### config.mk
export PLATFORM = sky130hd
export DESIGN_NAME = cpu_datapath_gen2
export DESIGN_NICKNAME = d
export VERILOG_FILES = /design/src/rtl/cpu_datapath_gen2.sv
export SDC_FILE = /design/constraint.sdc
export NUM_CORES = 1
export LEC_CHECK = 0
export CAP_MARGIN = 10
export CORE_MARGIN = 1
export CORE_UTILIZATION = 60
export DETAILED_ROUTE_END_ITERATION = 16
export PLACE_DENSITY = 0.8
export SLEW_MARGIN = 20
export SYNTH_ARGS = -nofsm -noshare
export SYNTH_HDL_FRONTEND = slang
export SYNTH_SLANG_ARGS = --single-unit
### constraint.sdc
create_clock -name clk -period 23.6 [get_ports clk]
set_input_delay 7.08 -clock clk [delete_from_list [all_inputs] [get_ports clk]]
set_output_delay 7.08 -clock clk [all_outputs]
set_load 0.005 [all_outputs]
### src/rtl/cpu_datapath_gen2.sv
// rtl/cpu_datapath_gen2.sv - multicycle CPU datapath with a three-state memory access sequencer
// Optional feature macro: DP_CV_FLAGS_EN (adds carry/overflow flags; without it o_c/o_v tie to 0)
module cpu_datapath_gen2 #(
  parameter int          DATA_W   = 16,
  parameter int unsigned RESET_PC = 0,
  parameter int unsigned LINK_REG = 7
) (
  input  logic              clk,
  input  logic              rst,
  input  logic              i_mem_req,
  input  logic              i_mem_we,
  input  logic              i_addr_sel,
  input  logic              i_dst_ir,
  input  logic              i_mem_ack,
  input  logic [DATA_W-1:0] i_mem_rddata,
  input  logic              i_pc_write,
  input  logic              i_opa_sel,
  input  logic              i_opab_load,
  input  logic [1:0]        i_alu_a_sel,
  input  logic [1:0]        i_alu_b_sel,
  input  logic [1:0]        i_alu_op,
  input  logic              i_alu_load,
  input  logic              i_mov_hi,
  input  logic              i_rf_write,
  input  logic              i_rf_write_call,
  input  logic              i_reg_in,
  input  logic              i_flag_write,
  output logic [DATA_W-1:0] o_mem_addr,
  output logic [DATA_W-1:0] o_mem_wrdata,
  output logic              o_mem_rd,
  output logic              o_mem_wr,
  output logic              o_mem_busy,
  output logic              o_mem_done,
  output logic [4:0]        o_opcode,
  output logic              o_imm,
  output logic              o_n,
  output logic              o_z,
  output logic              o_c,
  output logic              o_v
);

  typedef enum logic [1:0] {
    ST_IDLE   = 2'd0,
    ST_ACCESS = 2'd1,
    ST_DONE   = 2'd2
  } mem_state_t;

  localparam logic [1:0] OP_ADD = 2'b00;
  localparam logic [1:0] OP_SUB = 2'b01;
  localparam logic [1:0] OP_AND = 2'b10;
  localparam logic [1:0] OP_OR  = 2'b11;

  // Memory sequencer state and the access parameters frozen at request time
  mem_state_t        state_q, state_d;
  logic              mem_start;
  logic              mem_finish;
  logic [DATA_W-1:0] addr_q;
  logic [DATA_W-1:0] wrdata_q;
  logic              we_q;
  logic              dst_ir_q;

  // Architectural and staging registers
  logic [DATA_W-1:0] pc_q;
  logic [15:0]       ir_q;
  logic [DATA_W-1:0] mdr_q;
  logic [DATA_W-1:0] opa_q;
  logic [DATA_W-1:0] opb_q;
  logic [DATA_W-1:0] alu_out_q;
  logic [DATA_W-1:0] rf_q [0:7];
  logic              n_q, z_q;

  // Register file ports
  logic [2:0]        rf_a_idx, rf_b_idx, rf_w_idx;
  logic [DATA_W-1:0] rf_a_data, rf_b_data, rf_w_data;

  // ALU operands and results
  logic [DATA_W-1:0] imm8_sext;
  logic [DATA_W-1:0] imm11_sh;
  logic [DATA_W-1:0] alu_a, alu_b, alu_res;
  logic [DATA_W-1:0] mov_hi_val;
  logic              alu_c, alu_v;

  // Sequencer state register; reset aborts any access in flight
  always_ff @(posedge clk or posedge rst) begin
    if (rst) begin
      state_q <= ST_IDLE;
    end else begin
      state_q <= state_d;
    end
  end

  // Sequencer next state and strobes; req only counts in IDLE, ack only in ACCESS
  always_comb begin
    state_d    = state_q;
    mem_start  = 1'b0;
    mem_finish = 1'b0;
    o_mem_rd   = 1'b0;
    o_mem_wr   = 1'b0;
    o_mem_busy = 1'b0;
    o_mem_done = 1'b0;
    case (state_q)
      ST_IDLE: begin
        if (i_mem_req) begin
          state_d   = ST_ACCESS;
          mem_start = 1'b1;
        end
      end
      ST_ACCESS: begin
        o_mem_busy = 1'b1;
        o_mem_rd   = ~we_q;
        o_mem_wr   = we_q;
        if (i_mem_ack) begin
          state_d    = ST_DONE;
          mem_finish = 1'b1;
        end
      end
      ST_DONE: begin
        o_mem_done = 1'b1;
        state_d    = ST_IDLE;
      end
      default: begin
        state_d = ST_IDLE;
      end
    endcase
  end

  // Freeze address, write data and direction when an access starts so later
  // PC/opA/opB updates cannot disturb the bus mid-access
  always_ff @(posedge clk or posedge rst) begin
    if (rst) begin
      addr_q   <= '0;
      wrdata_q <= '0;
      we_q     <= 1'b0;
      dst_ir_q <= 1'b0;
    end else if (mem_start) begin
      addr_q   <= i_addr_sel ? pc_q : opb_q;
      wrdata_q <= opa_q;
      we_q     <= i_mem_we;
      dst_ir_q <= i_dst_ir;
    end
  end

  assign o_mem_addr   = addr_q;
  assign o_mem_wrdata = wrdata_q;

  // Capture read data on the acknowledging edge into IR (low 16 bits) or MDR
  always_ff @(posedge clk or posedge rst) begin
    if (rst) begin
      ir_q  <= '0;
      mdr_q <= '0;
    end else if (mem_finish && !we_q) begin
      if (dst_ir_q) begin
        ir_q <= i_mem_rddata[15:0];
      end else begin
        mdr_q <= i_mem_rddata;
      end
    end
  end

  assign o_opcode = ir_q[4:0];
  assign o_imm    = ir_q[4];

  // Register file read/write index and data selection
  always_comb begin
    rf_a_idx  = i_opa_sel ? 3'd1 : ir_q[7:5];
    rf_b_idx  = ir_q[10:8];
    rf_w_idx  = i_rf_write_call ? 3'(LINK_REG) : ir_q[7:5];
    rf_a_data = rf_q[rf_a_idx];
    rf_b_data = rf_q[rf_b_idx];
    rf_w_data = i_reg_in ? mdr_q : alu_out_q;
  end

  // Register file write port; a same-cycle read still sees the old contents
  always_ff @(posedge clk or posedge rst) begin
    if (rst) begin
      for (int i = 0; i < 8; i++) begin
        rf_q[i] <= '0;
      end
    end else if (i_rf_write) begin
      rf_q[rf_w_idx] <= rf_w_data;
    end
  end

  // Operand latches fed from the register file read ports
  always_ff @(posedge clk or posedge rst) begin
    if (rst) begin
      opa_q <= '0;
      opb_q <= '0;
    end else if (i_opab_load) begin
      opa_q <= rf_a_data;
      opb_q <= rf_b_data;
    end
  end

  // Immediate decode and ALU operand muxes
  always_comb begin
    imm8_sext = {{(DATA_W-8){ir_q[15]}}, ir_q[15:8]};
    imm11_sh  = {{(DATA_W-12){ir_q[15]}}, ir_q[15:5], 1'b0};
    case (i_alu_a_sel)
      2'b00:   alu_a = pc_q;
      2'b01:   alu_a = opa_q;
      default: alu_a = '0;
    endcase
    case (i_alu_b_sel)
      2'b00:   alu_b = opb_q;
      2'b01:   alu_b = DATA_W'(2);
      2'b10:   alu_b = imm8_sext;
      default: alu_b = imm11_sh;
    endcase
  end

`ifdef DP_CV_FLAGS_EN
  logic [DATA_W:0]   sum_ext;
  logic [DATA_W-1:0] b_eff;
  logic              is_sub;

  // ALU with a shared add/subtract carry chain; SUB is A + ~B + 1 so the
  // carry-out reads as "no borrow"
  always_comb begin
    is_sub  = (i_alu_op == OP_SUB);
    b_eff   = is_sub ? ~alu_b : alu_b;
    sum_ext = {1'b0, alu_a} + {1'b0, b_eff} + {{DATA_W{1'b0}}, is_sub};
    alu_res = '0;
    alu_c   = 1'b0;
    alu_v   = 1'b0;
    case (i_alu_op)
      OP_ADD, OP_SUB: begin
        alu_res = sum_ext[DATA_W-1:0];
        alu_c   = sum_ext[DATA_W];
        alu_v   = (alu_a[DATA_W-1] == b_eff[DATA_W-1]) &&
                  (alu_res[DATA_W-1] != alu_a[DATA_W-1]);
      end
      OP_AND:  alu_res = alu_a & alu_b;
      default: alu_res = alu_a | alu_b;
    endcase
  end
`else
  // ALU without carry/overflow generation
  always_comb begin
    alu_c = 1'b0;
    alu_v = 1'b0;
    case (i_alu_op)
      OP_ADD:  alu_res = alu_a + alu_b;
      OP_SUB:  alu_res = alu_a - alu_b;
      OP_AND:  alu_res = alu_a & alu_b;
      default: alu_res = alu_a | alu_b;
    endcase
  end
`endif

  // Mov-hi: replace byte [15:8] of opA with imm8, keep everything else
  always_comb begin
    mov_hi_val        = opa_q;
    mov_hi_val[15:8]  = ir_q[15:8];
  end

  // ALU output register; mov-hi only matters when the register is loaded
  always_ff @(posedge clk or posedge rst) begin
    if (rst) begin
      alu_out_q <= '0;
    end else if (i_alu_load) begin
      alu_out_q <= i_mov_hi ? mov_hi_val : alu_res;
    end
  end

  // Program counter, loaded straight from the combinational ALU result
  always_ff @(posedge clk or posedge rst) begin
    if (rst) begin
      pc_q <= DATA_W'(RESET_PC);
    end else if (i_pc_write) begin
      pc_q <= alu_res;
    end
  end

  // Negative and zero flags
  always_ff @(posedge clk or posedge rst) begin
    if (rst) begin
      n_q <= 1'b0;
      z_q <= 1'b0;
    end else if (i_flag_write) begin
      n_q <= alu_res[DATA_W-1];
      z_q <= (alu_res == '0);
    end
  end

  assign o_n = n_q;
  assign o_z = z_q;

`ifdef DP_CV_FLAGS_EN
  logic c_q, v_q;

  // Carry and overflow flags; logical ops clear both
  always_ff @(posedge clk or posedge rst) begin
    if (rst) begin
      c_q <= 1'b0;
      v_q <= 1'b0;
    end else if (i_flag_write) begin
      c_q <= alu_c;
      v_q <= alu_v;
    end
  end

  assign o_c = c_q;
  assign o_v = v_q;
`else
  logic unused_cv;
  assign unused_cv = alu_c | alu_v;
  assign o_c = 1'b0;
  assign o_v = 1'b0;
`endif

endmodule

# Word-level counts from Yosys, hierarchy flattened
# Index checks and enable logic that the tools add are counted.
[totals]
out_inout_bits = 46
elab_cells = 82
register_bits = 262
[classes]
n_lt_le_gt_ge = 4
n_bitwise = 7
n_eq_ne = 9
add_sub_neg = 2
n_reduce_logical = 11
mux = 28
[op_table]
columns = ["op", "n"]
rows = [
  ["$bwmux W128", 1],
  ["$mux W16", 8],
  ["$bmux W16 S3", 2],
  ["$pmux W16 S3", 2],
  ["$demux W16 S3", 1],
  ["$pmux W16 S2", 1],
  ["$add A16 B16 Y16", 1],
  ["$and A16 B16 Y16", 1],
  ["$logic_not A16 Y1", 1],
  ["$or A16 B16 Y16", 1],
  ["$sub A16 B16 Y16", 1],
  ["$ge A4 B4 Y1 const B", 3],
  ["$not A3 Y4", 3],
  ["$eq A2 B1 Y1 const B", 4],
  ["$logic_not A2 Y1", 4],
  ["$mux W1", 8],
  ["$eq A2 B2 Y1 const B", 3],
  ["$mux W3", 2],
  ["$reduce_and A2 Y1", 3],
  ["$lt A4 B1 Y1 const B", 1],
  ["$mux W2", 2],
  ["$ne A2 B2 Y1 const B", 2],
  ["$pmux W2 S2", 1],
  ["$logic_and A1 B1 Y1", 2],
  ["other kinds (2)", 3],
]

# Depth between registers and ports, before layout
[depth]
depth_word = 7
depth_mapped = 19

# Least setup slack after synthesis
# OpenSTA, ideal clock, no wires.
[synth_path]
path_type = "in2reg"
from = "in i_alu_b_sel[0]"
to = "reg z_q (netlist: o_z)"
path_stages = 16
n_path_buf = 0
setup_ns = 0.103
arrival_time_ns = 10.377
path_slack_ns = 13.119
cell_sequence = "mux2_2 -> a22o_2 -> nor4_4 -> nand2_1 -> nor4_1 -> nand2_1 -> o21ai_0 -> a21oi_1 -> ha_1 -> nand2_1 -> o21ai_0 -> nor3_1 -> nand3_1 -> and3_1 -> o311a_1 -> o41ai_2"
[synth_via]
elab_chain_cells = 5
[synth_lines]
columns = ["item", "line", "text"]
rows = [
  ["start, declared", "20", "input logic [1:0] i_alu_b_sel,"],
  ["$eq A2 B2 Y1 (tied with other cells)", "204", "case (i_alu_b_sel)"],
  ["$pmux W16 S3 *", "204", ""],
  ["$sub A16 B16 Y16 (tied with other cells)", "244", "OP_SUB: alu_res = alu_a - alu_b;"],
  ["$pmux W16 S3 *", "242", "case (i_alu_op)"],
  ["$logic_not A16 Y1 *", "282", "z_q <= (alu_res == '0);"],
  ["end signal, assigned", "282", ""],
  ["end, declared", "70", "logic n_q, z_q;"],
]
# Mark *: on every way between the ends. The rest lies on a longest branch, timed or not.
# A chain may end at the register's enable or synchronous reset.

# Worst setup path after layout
[layout_path]
from = "in i_alu_b_sel[1]"
to = "reg alu_out_q[13]"
[layout_via]
elab_chain_cells = 5
[layout_lines]
columns = ["item", "line", "text"]
rows = [
  ["$eq A2 B2 Y1 (tied with other cells)", "204", ""],
  ["$pmux W16 S3 *", "204", ""],
  ["$sub A16 B16 Y16 (tied with other cells)", "244", ""],
  ["$pmux W16 S3 *", "242", ""],
  ["$mux W16 *", "262", "alu_out_q <= i_mov_hi ? mov_hi_val : alu_res;"],
  ["end signal, assigned", "262", ""],
  ["end, declared", "68", "logic [DATA_W-1:0] alu_out_q;"],
]
# Marked as above.

==> metrics.cfg <==
[logic_synthesis]
synthFlopType = dfrtp_1
synthCells = 1302
ys_types = 66
async_flop_share_pct = 100
yosysWarnings = 0
synthesis.area_mm2 = 0.0139
ys_seq_area_share_pct = 47.2
syn_avg_cell_area_um2 = 10.7
synth_edf_count = 0
yosys_register_bits = 262

[sta]
drv_slew = 0
setup_ws_ps = 12060
worst_pin_slew_ps = 1110
timing.final.crit_share_pct = 48.9
setup_violations = 0
skew_ps = 7.59
hold_viol = 0
max-slew-margin-rel_pct = 26.1
rsz0062_at_grt = no
tns_ps = 0
fmax_mhz = 86.6
holdWs_ps = 499
finalCriticalPeriod_ps = 11540

[clock_network]
cts_root_buf = clkbuf_16
post_cts_resized = 0
path_clk_slew_ps = 60
cts_tree = built
cts_buffer_depth = 3
insertion_delay_ps = 540
cts_sinks = 262
numCtsBuffers = 28
h-tree-depth = 1
cts_hold_buf = 0
post-cts-setup-buffer-count = 0

[grt]
antenna_found_initial = 0
busiest_layer = met2
grt_first_pass_wirelength_mm = 60.1
met1_usage_pct = 44.3
gr-usage-met3_pct = 4.57
grt_use_total_pct = 33.0
grt_max_degree = 115
grt_pass1_vias = 10823
grt-ovfl-total = 0
grt_use_met2_pct = 54.9

[route]
vias = 10752
firstDrtPassIters = 6
routedWlPerCell_um = 23.0
drtAntennaViolNets = 0
routed_wl_mm = 37.9
drc = 0
routed_via_density = 6.54
first_iter_violations = 877

[power_and_ir_drop]
powerDensity_mw_per_mm2 = 147
leakagePower_uw = 0.00679
irDropWorstVdd_mv = 0.0665

[final_layout]
drive_above_1_share_pct = 16.6
final_cells = 1645
n_antenna_cell = 0
nets = 1398
syn2layout_area_growth_pct = 14.1
final_util_pct = 69.9

[min_path]
hold_path_class = register to register

[job]
drv_cap = 0

[worst_setup_path]
cp_top_family = simple AND/OR/NAND/NOR gates
end_kind = register
startpoint_type = primary input
critPathMaxFanout = 17
rrSetupSlack_ps = 18840
cp_data_arrival_time_ps = 11960
worstPathBufferInverterCount = 1
cp_slowest_stage_delay_ps = 880
path_cells = clkdlybuf4s50_1, nor2_2, a22o_2, nor4_4, nand2_1, nor4_1, nor2_1, xnor2_1, ha_1, and3_1, nand2_1, a21boi_0, a311oi_1, xnor2_1, mux2i_1, o21ai_0, mux2_2
required_ps = 24020
critical-path-slowest-cell = clkdlybuf4s50_1
worstSetupPathType = primary input to register

[place]
place.gp.congestion = 0.940
pre_cts_ws_ps = 11610
port_buffers = 81
hpwl_mm = 24.5
place_inst = 1596

[floorplan]
ios = 84
chipWidth_um = 154
die_area_mm2 = 0.0237
coreArea_mm2 = 0.0226
rows = 55
die_y_um = 154
initial_utilization_pct = 61.3

[outcome]
status = completed

==> kinds of logic (layout without fill, tap and decap cells) <==
group,count (synthesis),after routing,share of synthesized area (%)
flops,262,262,47.2
fa+ha+maj,28,28,2.42
simple gates,356,356,11.3
mux,214,214,21.9
other cells,1,2,0.0270
xor+xnor,18,18,1.14
buf+inv,120,177,3.56
compound gates,303,303,12.4
==> power by group <==
| group | total (uW) | switching, uW | internal, uW |
|---|---|---|---|
| Sequential | 863 | 196 | 666 |
| Clock | 458 | 181 | 276 |
| Combinational | 1000 | 510 | 490 |
| Total | 2320 | 888 | 1430 |
==> per-layer routing <==
metal	routed length [um]	part of all wire, %
met3	2840	7.5
met4	1160	3.1
met1	15200	40
met5	0	0
met2	18700	49
==> registers in the layout, summed over array words and instances (netlist names), 2 cells and up <==
| name | count |
|---|---|
| alu_out_q | 16 |
| ir_q | 16 |
| mdr_q | 16 |
| o_mem_addr | 16 |
| o_mem_wrdata | 16 |
| opa_q | 16 |
| opb_q | 16 |
| pc_q | 16 |
| rf_q | 128 |
| state_q | 2 |
==> through the flow <==
stage,cell area [um^2],power [uW]
4_1_cts,15800,2310
5_1_grt,15800,2450
2_1_floorplan,13900,1500
3_3_place_gp,14900,1790
6_report,15800,2320
3_5_place_dp,14900,1830
==> final cells by class <==
| type | instances | area (um^2) |
|---|---|---|
| inverters | 23 | 93.8 |
| flip-flops and latches | 262 | 6560 |
| well taps | 285 | 357 |
| clock buffers | 36 | 782 |
| fillers | 1603 | 6810 |
| repair buffers | 105 | 992 |
| multi-input cells | 921 | 6870 |
| clock inverters | 13 | 176 |
==> cells in the mapped netlist, types with 4 or more instances <==
| library cell | instances | area, um^2 |
|---|---|---|
| a211oi_1 | 6 | 45.0 |
| a21o_1 | 5 | 37.5 |
| a21oi_1 | 135 | 676 |
| a22o_1 | 6 | 52.6 |
| a31oi_1 | 22 | 138 |
| and2_1 | 5 | 31.3 |
| and3_1 | 4 | 25.0 |
| buf_1 | 9 | 33.8 |
| buf_2 | 8 | 40.0 |
| buf_4 | 7 | 52.6 |
| clkbuf_1 | 72 | 270 |
| dfrtp_1 | 262 | 6560 |
| ha_1 | 18 | 225 |
| inv_1 | 22 | 82.6 |
| maj3_1 | 9 | 90.1 |
| mux2_1 | 5 | 56.3 |
| mux2_2 | 73 | 822 |
| mux2i_1 | 72 | 721 |
| mux4_2 | 63 | 1420 |
| nand2_1 | 118 | 443 |
| nand2b_1 | 5 | 31.3 |
| nand3_1 | 8 | 40.0 |
| nand3b_1 | 19 | 143 |
| nand4_1 | 4 | 25.0 |
| nor2_1 | 159 | 597 |
| nor2b_1 | 5 | 31.3 |
| nor3_1 | 9 | 45.0 |
| nor3b_1 | 5 | 37.5 |
| nor4_1 | 5 | 31.3 |
| o211ai_1 | 5 | 37.5 |
| o21ai_0 | 87 | 435 |
| o21ai_1 | 4 | 20.0 |
| xnor2_1 | 14 | 123 |
| xor2_1 | 4 | 35.0 |
==> tightest hold or removal path, stage by stage (launching register included) <==
cell and delay (ps):
dfrtp_1 360, nand2_1 50, o21ai_0 60
==> cells in the final DEF, fill, tap and decap left out, types with 6 or more instances in the layout <==
| master | Yosys | routed |
|---|---|---|
| mux2i_1 | 72 | 72 |
| nand2_1 | 118 | 117 |
| maj3_1 | 9 | 9 |
| dfrtp_1 | 262 | 261 |
| mux2_2 | 73 | 73 |
| xnor2_1 | 14 | 14 |
| a211oi_1 | 6 | 6 |
| nand3_1 | 8 | 8 |
| clkdlybuf4s50_1 | 0 | 80 |
| o21ai_0 | 87 | 86 |
| inv_1 | 22 | 21 |
| a21oi_1 | 135 | 135 |
| nor2_1 | 159 | 158 |
| mux4_2 | 63 | 63 |
| nand3b_1 | 19 | 19 |
| a22o_1 | 6 | 6 |
| clkbuf_16 | 0 | 29 |
| ha_1 | 18 | 18 |
| buf_4 | 7 | 24 |
| a31oi_1 | 22 | 22 |
| nor3_1 | 9 | 7 |
==> worst paths after layout <==
path	startpoint	endpoint	depth (start not counted)
max in group asynchronous	rst	ir_q[8]	3
min in group asynchronous	rst	pc_q[11]	2
setup reg to reg	ir_q[8]	alu_out_q[13]	17
hold reg to reg	rf_q[63]	rf_q[63]	2
hold / removal	rf_q[63]	rf_q[63]	2
setup / recovery	i_alu_b_sel[1]	alu_out_q[13]	17
Power figures use the tool's default switching activity.
